## config.mk

```make
export PLATFORM = sky130hd
export DESIGN_NAME = pong_game_ctrl_flat
export DESIGN_NICKNAME = d
export VERILOG_FILES = /design/src/rtl/pong_game_ctrl_if.sv /design/src/rtl/pong_game_ctrl.sv /design/src/flat_wrapper.sv
export SDC_FILE = /design/constraint.sdc
export NUM_CORES = 1
export LEC_CHECK = 0
export ABC_AREA = 1
export CORE_ASPECT_RATIO = 1.4
export CORE_UTILIZATION = 44
export CTS_BUF_LIST = sky130_fd_sc_hd__clkbuf_4 sky130_fd_sc_hd__clkbuf_8
export CTS_CLUSTER_DIAMETER = 30
export DETAILED_ROUTE_END_ITERATION = 10
export PLACE_DENSITY = 0.89
export SLEW_MARGIN = 0
export SYNTH_ARGS = -nofsm -noshare
export SYNTH_HDL_FRONTEND = slang
export SYNTH_SLANG_ARGS = --single-unit
```

## constraint.sdc

```tcl
create_clock -name clk -period 1.3 [get_ports clk]
set_input_delay 0.39 -clock clk [delete_from_list [all_inputs] [get_ports clk]]
set_output_delay 0.39 -clock clk [all_outputs]
set_load 0.005 [all_outputs]
```

## src/rtl/pong_game_ctrl_if.sv

```systemverilog
// Signal bundle between the pong game sequencer and its surroundings.
// The slave side is the controller; the master side drives scan, buttons and strobes.
interface pong_game_ctrl_if;
  logic [1:0] btn;
  logic [9:0] pix_x;
  logic [9:0] pix_y;
  logic       hit;
  logic       miss;
  logic       gra_still;
  logic [1:0] state;
  logic [1:0] ball;
  logic [3:0] dig1;
  logic [3:0] dig0;

  modport master (
    output btn, pix_x, pix_y, hit, miss,
    input  gra_still, state, ball, dig1, dig0
  );

  modport slave (
    input  btn, pix_x, pix_y, hit, miss,
    output gra_still, state, ball, dig1, dig0
  );
endinterface

```

## src/rtl/pong_game_ctrl.sv

```systemverilog
// Pong game sequencer: ball count, BCD score and inter-ball/game-over pauses.
// Drives gra_still to freeze the playfield outside active play.
module pong_game_ctrl #(
  parameter int NUM_BALLS   = 3,
  parameter int TIMER_TICKS = 120,
  parameter int TICK_Y      = 481
) (
  input  logic               clk,
  input  logic               reset,
  pong_game_ctrl_if.slave    bus
);

  typedef enum logic [1:0] {
    ST_NEWGAME = 2'b00,
    ST_PLAY    = 2'b01,
    ST_NEWBALL = 2'b10,
    ST_OVER    = 2'b11
  } state_e;

  localparam logic [1:0] BALL_LOAD  = 2'(NUM_BALLS);
  localparam logic [6:0] TIMER_LOAD = 7'(TIMER_TICKS);

  state_e     state_q, state_d;
  logic [1:0] ball_q, ball_d;
  logic [3:0] dig1_q, dig1_d;
  logic [3:0] dig0_q, dig0_d;
  logic [6:0] timer_q, timer_d;
  logic       hit_q, miss_q;

  logic refr_tick, timer_up, hit_p, miss_p, score_max, btn_any;

  assign refr_tick = (bus.pix_y == 10'(TICK_Y)) && (bus.pix_x == 10'd0);
  assign timer_up  = (timer_q == 7'd0);
  assign hit_p     = bus.hit & ~hit_q;
  assign miss_p    = bus.miss & ~miss_q;
  assign score_max = (dig1_q == 4'd9) && (dig0_q == 4'd9);
  assign btn_any   = (bus.btn != 2'b00);

  // NOTE: sequential state uses non-blocking assignments so every register
  // samples the pre-edge values, independent of statement order.
  always_ff @(posedge clk) begin
    if (reset) begin
      state_q <= ST_NEWGAME;
      ball_q  <= BALL_LOAD;
      dig1_q  <= 4'd0;
      dig0_q  <= 4'd0;
      timer_q <= 7'd0;
      hit_q   <= 1'b0;
      miss_q  <= 1'b0;
    end else begin
      state_q <= state_d;
      ball_q  <= ball_d;
      dig1_q  <= dig1_d;
      dig0_q  <= dig0_d;
      timer_q <= timer_d;
      hit_q   <= bus.hit;
      miss_q  <= bus.miss;
    end
  end

  // NOTE: every variable gets a default at the top of the block, so no
  // path through the case can leave it unassigned and infer a latch.
  always_comb begin
    state_d = state_q;
    ball_d  = ball_q;
    dig1_d  = dig1_q;
    dig0_d  = dig0_q;
    timer_d = (refr_tick && !timer_up) ? timer_q - 7'd1 : timer_q;

    case (state_q)
      ST_NEWGAME: begin
        if (btn_any) begin
          state_d = ST_PLAY;
          ball_d  = BALL_LOAD;
          dig1_d  = 4'd0;
          dig0_d  = 4'd0;
        end
      end
      ST_PLAY: begin
        // A miss outranks a simultaneous hit; that hit is lost.
        if (miss_p) begin
          timer_d = TIMER_LOAD;
          ball_d  = ball_q - 2'd1;
          state_d = (ball_q == 2'd1) ? ST_OVER : ST_NEWBALL;
        end else if (hit_p && !score_max) begin
          if (dig0_q == 4'd9) begin
            dig0_d = 4'd0;
            dig1_d = dig1_q + 4'd1;
          end else begin
            dig0_d = dig0_q + 4'd1;
          end
        end
      end
      ST_NEWBALL: begin
        if (timer_up && btn_any) state_d = ST_PLAY;
      end
      ST_OVER: begin
        if (timer_up) state_d = ST_NEWGAME;
      end
      default: state_d = ST_NEWGAME;
    endcase
  end

  always_comb begin
    bus.gra_still = (state_q != ST_PLAY);
    bus.state     = state_q;
    bus.ball      = ball_q;
    bus.dig1      = dig1_q;
    bus.dig0      = dig0_q;
  end

endmodule
```

## src/flat_wrapper.sv

```systemverilog
// flat-port wrapper written by rule: the top's interface ports become plain ports
module pong_game_ctrl_flat 
#(
  parameter int NUM_BALLS   = 3,
  parameter int TIMER_TICKS = 120,
  parameter int TICK_Y      = 481
)
  (clk, reset, bus_btn, bus_pix_x, bus_pix_y, bus_hit, bus_miss, bus_gra_still, bus_state, bus_ball, bus_dig1, bus_dig0);
  pong_game_ctrl_if bus_i ();
  input  logic clk;
  input  logic reset;
  input wire logic [$bits(bus_i.btn)-1:0] bus_btn;
  input wire logic [$bits(bus_i.pix_x)-1:0] bus_pix_x;
  input wire logic [$bits(bus_i.pix_y)-1:0] bus_pix_y;
  input wire logic [$bits(bus_i.hit)-1:0] bus_hit;
  input wire logic [$bits(bus_i.miss)-1:0] bus_miss;
  output wire logic [$bits(bus_i.gra_still)-1:0] bus_gra_still;
  output wire logic [$bits(bus_i.state)-1:0] bus_state;
  output wire logic [$bits(bus_i.ball)-1:0] bus_ball;
  output wire logic [$bits(bus_i.dig1)-1:0] bus_dig1;
  output wire logic [$bits(bus_i.dig0)-1:0] bus_dig0;
  assign bus_i.btn = bus_btn;
  assign bus_i.pix_x = bus_pix_x;
  assign bus_i.pix_y = bus_pix_y;
  assign bus_i.hit = bus_hit;
  assign bus_i.miss = bus_miss;
  assign bus_gra_still = bus_i.gra_still;
  assign bus_state = bus_i.state;
  assign bus_ball = bus_i.ball;
  assign bus_dig1 = bus_i.dig1;
  assign bus_dig0 = bus_i.dig0;
  pong_game_ctrl #(.NUM_BALLS(NUM_BALLS), .TIMER_TICKS(TIMER_TICKS), .TICK_Y(TICK_Y)) u_core (.clk(clk), .reset(reset), .bus(bus_i));
endmodule
```

==> summary.txt <==
Final layout
  – Nets: around 320
  – Layout cells sized above 1: between 40% and 50%
  – Post-route insts no fill: between 300 and 400
  – Fill cell count: ~160
  – # diodes: 0
  – Area growth syn-to-layout: 73.87%
  – Fin area: roughly 2400 um2
  – FF/Latch Area: 444.2 um2
  – Multi-input logic area: between 1000 and 1500 um2

Detailed routing
  – Vias per Instance: about 5.2
  – DRT antenna net count: 0
  – Vias: approximately 1,700
  – DRC: 0
  – DR WL/cell: ~15 um
  – Final wirelength: approximately 4.8 mm
  – First-pass DRT Iterations: 4
  – Drt initial violations: 40

Die
  – Initial core utilization: 46.79%
  – Row cnt: 23
  – IO Pins: 39
  – Core area: 2907 um2
  – Die Height: about 68 um
  – Die area: about 3300 um2
  – DIE WIDTH: approximately 49 um

Pwr
  – Leakage power: between 1 and 1.5 nW
  – Power per cell area: approximately 1100 nW/um2
  – VDD IR-drop max: between 0.9 and 1 mV

Synthesis
  – Mapped Cells: between 200 and 250
  – Syn_nets: between 200 and 250
  – Post-synth EDFFs: 0
  – Part of the Yosys area used for sequential elements: between 30% and 40%
  – Synth top cells by count: nand2_1, nor2_1, inv_1
  – Synth Warn #: 0
  – Ys async rst share: 0%
  – Syn Area/Cell: roughly 6.6 um2
  – Synth cell types: 29
  – Synth area leader: dfxtp_1
  – Top cell type's share of synthesized area: between 30 and 40%
  – Most numerous cell in the Yosys netlist: nand2_1
  – Dominant synthesized flop cell: dfxtp_1
  – Post-Syn Area: about 1400 um2
  – Area contributors post-synth: dfxtp_1, nand2_1, nor2_1, inv_1, nand3_1
  – Register bit total from synthesis: 21

STA
  – Clock skew: slightly above 8 ps
  – Max-slew violations: 0
  – Final worst setup slack: -225.0 ps
  – RSZ-0062 raised after global routing: yes
  – Final setup violation count: 18
  – Relative slew slack: 79.66%
  – Worst-Margin Slew: roughly 310 ps
  – Minimum clock period: approximately 1500 ps
  – Max Clk Rate: 655.7 MHz
  – Period utilization: 117.3%
  – Hold Fails Final Rpt: 0

Global routing
  – First-pass GRT wire length: between 7 and 8 mm
  – Largest net degree at the start of global routing: 12
  – GRT overflow: 0
  – Initial antenna violation count: 0
  – Gr usage total: 27.52%
  – Vias in the first global route: roughly 1,600

Clock tree
  – CTS Buf Count: 3
  – Root Driver: clkbuf_8
  – CTS clk-pin slew, worst paths: about 80 ps
  – CTS tree: built
  – Max Buffers Root-to-Sink: 2
  – Num Clock Sinks: 21
  – Htree depth: 1
  – Worst-skew pair later-pin latency: around 270 ps
  – CTS Hold Bufs: 0

Critical path
  – Crit path DAT: between 1500 and 2000 ps
  – Crit end category: flip-flop
  – Crit path launch: u_core.bus.state[0]
  – R2R Setup Slk: -230 ps
  – R2R Path End: u_core.bus.dig1[0]
  – Req. time, crit path: about 1500 ps
  – Critical Path Source Type: flip-flop
  – CP endpoint: u_core.bus.dig1[0]
  – CP Class: flip-flop to flip-flop
  – R2r worst-path depth: 11
  – Worst r2r src: u_core.bus.state[0]
  – Maximum fanout along the worst path: 5

Job
  – MaxCap Viol Count: 0

Hold path
  – Tightest Hold Check Type: flip-flop to flip-flop

Placement
  – Placer's final routability congestion estimate: a little under 0.9
  – I/O Buffers: 38
  – Placed Area: ~2000 um2
  – HPWL after DPL: 2.797 mm
  – Placed Cells: slightly above 300

Outcome
  – Failing checks: negative setup slack
  – Outcome: complete, but fails checks
==> final cells by class <==
class,instances,share of cell area (%)
multi-input cells,154,43.39
well taps,37,1.958
flip-flops and latches,21,18.78
inverters,31,5.608
repair buffers,79,28.20
clock buffers,4,2.063
==> layer usage <==
metal	global-route usage (%)	wire (um)	vias to the layer above
met5	0	0	-
met1	28.21	1813	780
met4	10.66	172	0
met3	2.477	183	17
li1	-	-	823
met2	56.77	2616	63
==> state kept, by name (all words and copies together) (netlist names) <==
register	count
u_core.hit_q	1
u_core.timer_q	7
u_core.bus.dig1	4
u_core.miss_q	1
u_core.bus.state	2
u_core.bus.ball	2
u_core.bus.dig0	4
==> cell families after synthesis <==
| kind of cell | synth area share (%) |
|---|---|
| simple gates | 42.87 |
| fa+ha+maj | 5.520 |
| buf+inv | 9.936 |
| flops | 30.91 |
| xor+xnor | 3.220 |
| compound gates | 7.544 |
==> worst min path at each step <==
stage / end / from / cells past startpoint
6_report: u_core.timer_q[0] / u_core.timer_q[0] / 2
3_5_place_dp: u_core.timer_q[0] / u_core.timer_q[0] / 2
4_1_cts: u_core.timer_q[0] / u_core.timer_q[0] / 2
2_1_floorplan: u_core.timer_q[6] / u_core.timer_q[6] / 2
3_3_place_gp: u_core.timer_q[0] / u_core.timer_q[0] / 2
5_1_grt: u_core.timer_q[0] / u_core.timer_q[0] / 2
==> cell usage in the layout (no fill, tap or decap), types with 3 or more instances in the layout <==
cell	count
nand2_1	36
buf_4	36
dlygate4sd2_1	29
nor2_1	25
inv_1	20
nand2_2	10
nand3_1	10
dfxtp_2	10
nand2_4	9
inv_2	8
dfxtp_1	8
nor2_4	7
nor2_2	7
nand4_1	6
a21oi_2	6
buf_6	6
nand3_2	5
a21oi_1	4
ha_1	4
nor3_1	3
xor2_1	3
o21ai_2	3
clkbuf_8	3
dfxtp_4	3
==> per-stage QoR <==
stage | power (mW) | setup WS, ps | utilization, % | setup TNS, ps | hold WS (ps)
after detailed placement | 1.836 | -625.2 | 69.57 | -8854 | 476.8
after CTS | 2.444 | -118.2 | 77.87 | -905.7 | 469.0
after global routing | 2.785 | -275.2 | 81.36 | -3239 | 489.0
after floorplan | 1.321 | -37.13 | - | -37.13 | 447.6
final | 2.651 | -225.0 | 81.36 | -1604 | 469.8
after global placement | 1.799 | -515.7 | 69.57 | -7982 | 470.1
==> worst max-delay path, cell delays in order (launching register included) <==
cell and delay [ps]:
dfxtp_4 350, buf_6 120, nand2_4 60, buf_6 130
inv_8 50, nand2_8 50, nand2_4 50, nor2_4 170
nand3_4 160, nand2_2 90, nand2_1 50, nor2_1 160
==> timing repair <==
| action | in CTS | in global routing |
|---|---|---|
| setup buffers | 10 | 4 |
| pin swaps | 38 | 14 |
| endpoints found under the setup margin | 32 | 21 |
| gates resized for setup | 110 | 24 |
==> report_power, final <==
part | internal, mW | switching [mW] | total (mW)
combinational | 0.653 | 0.745 | 1.40
clock | 0.240 | 0.223 | 0.463
sequential | 0.727 | 0.0631 | 0.790
No activity file was read; power rests on OpenSTA's default activity.
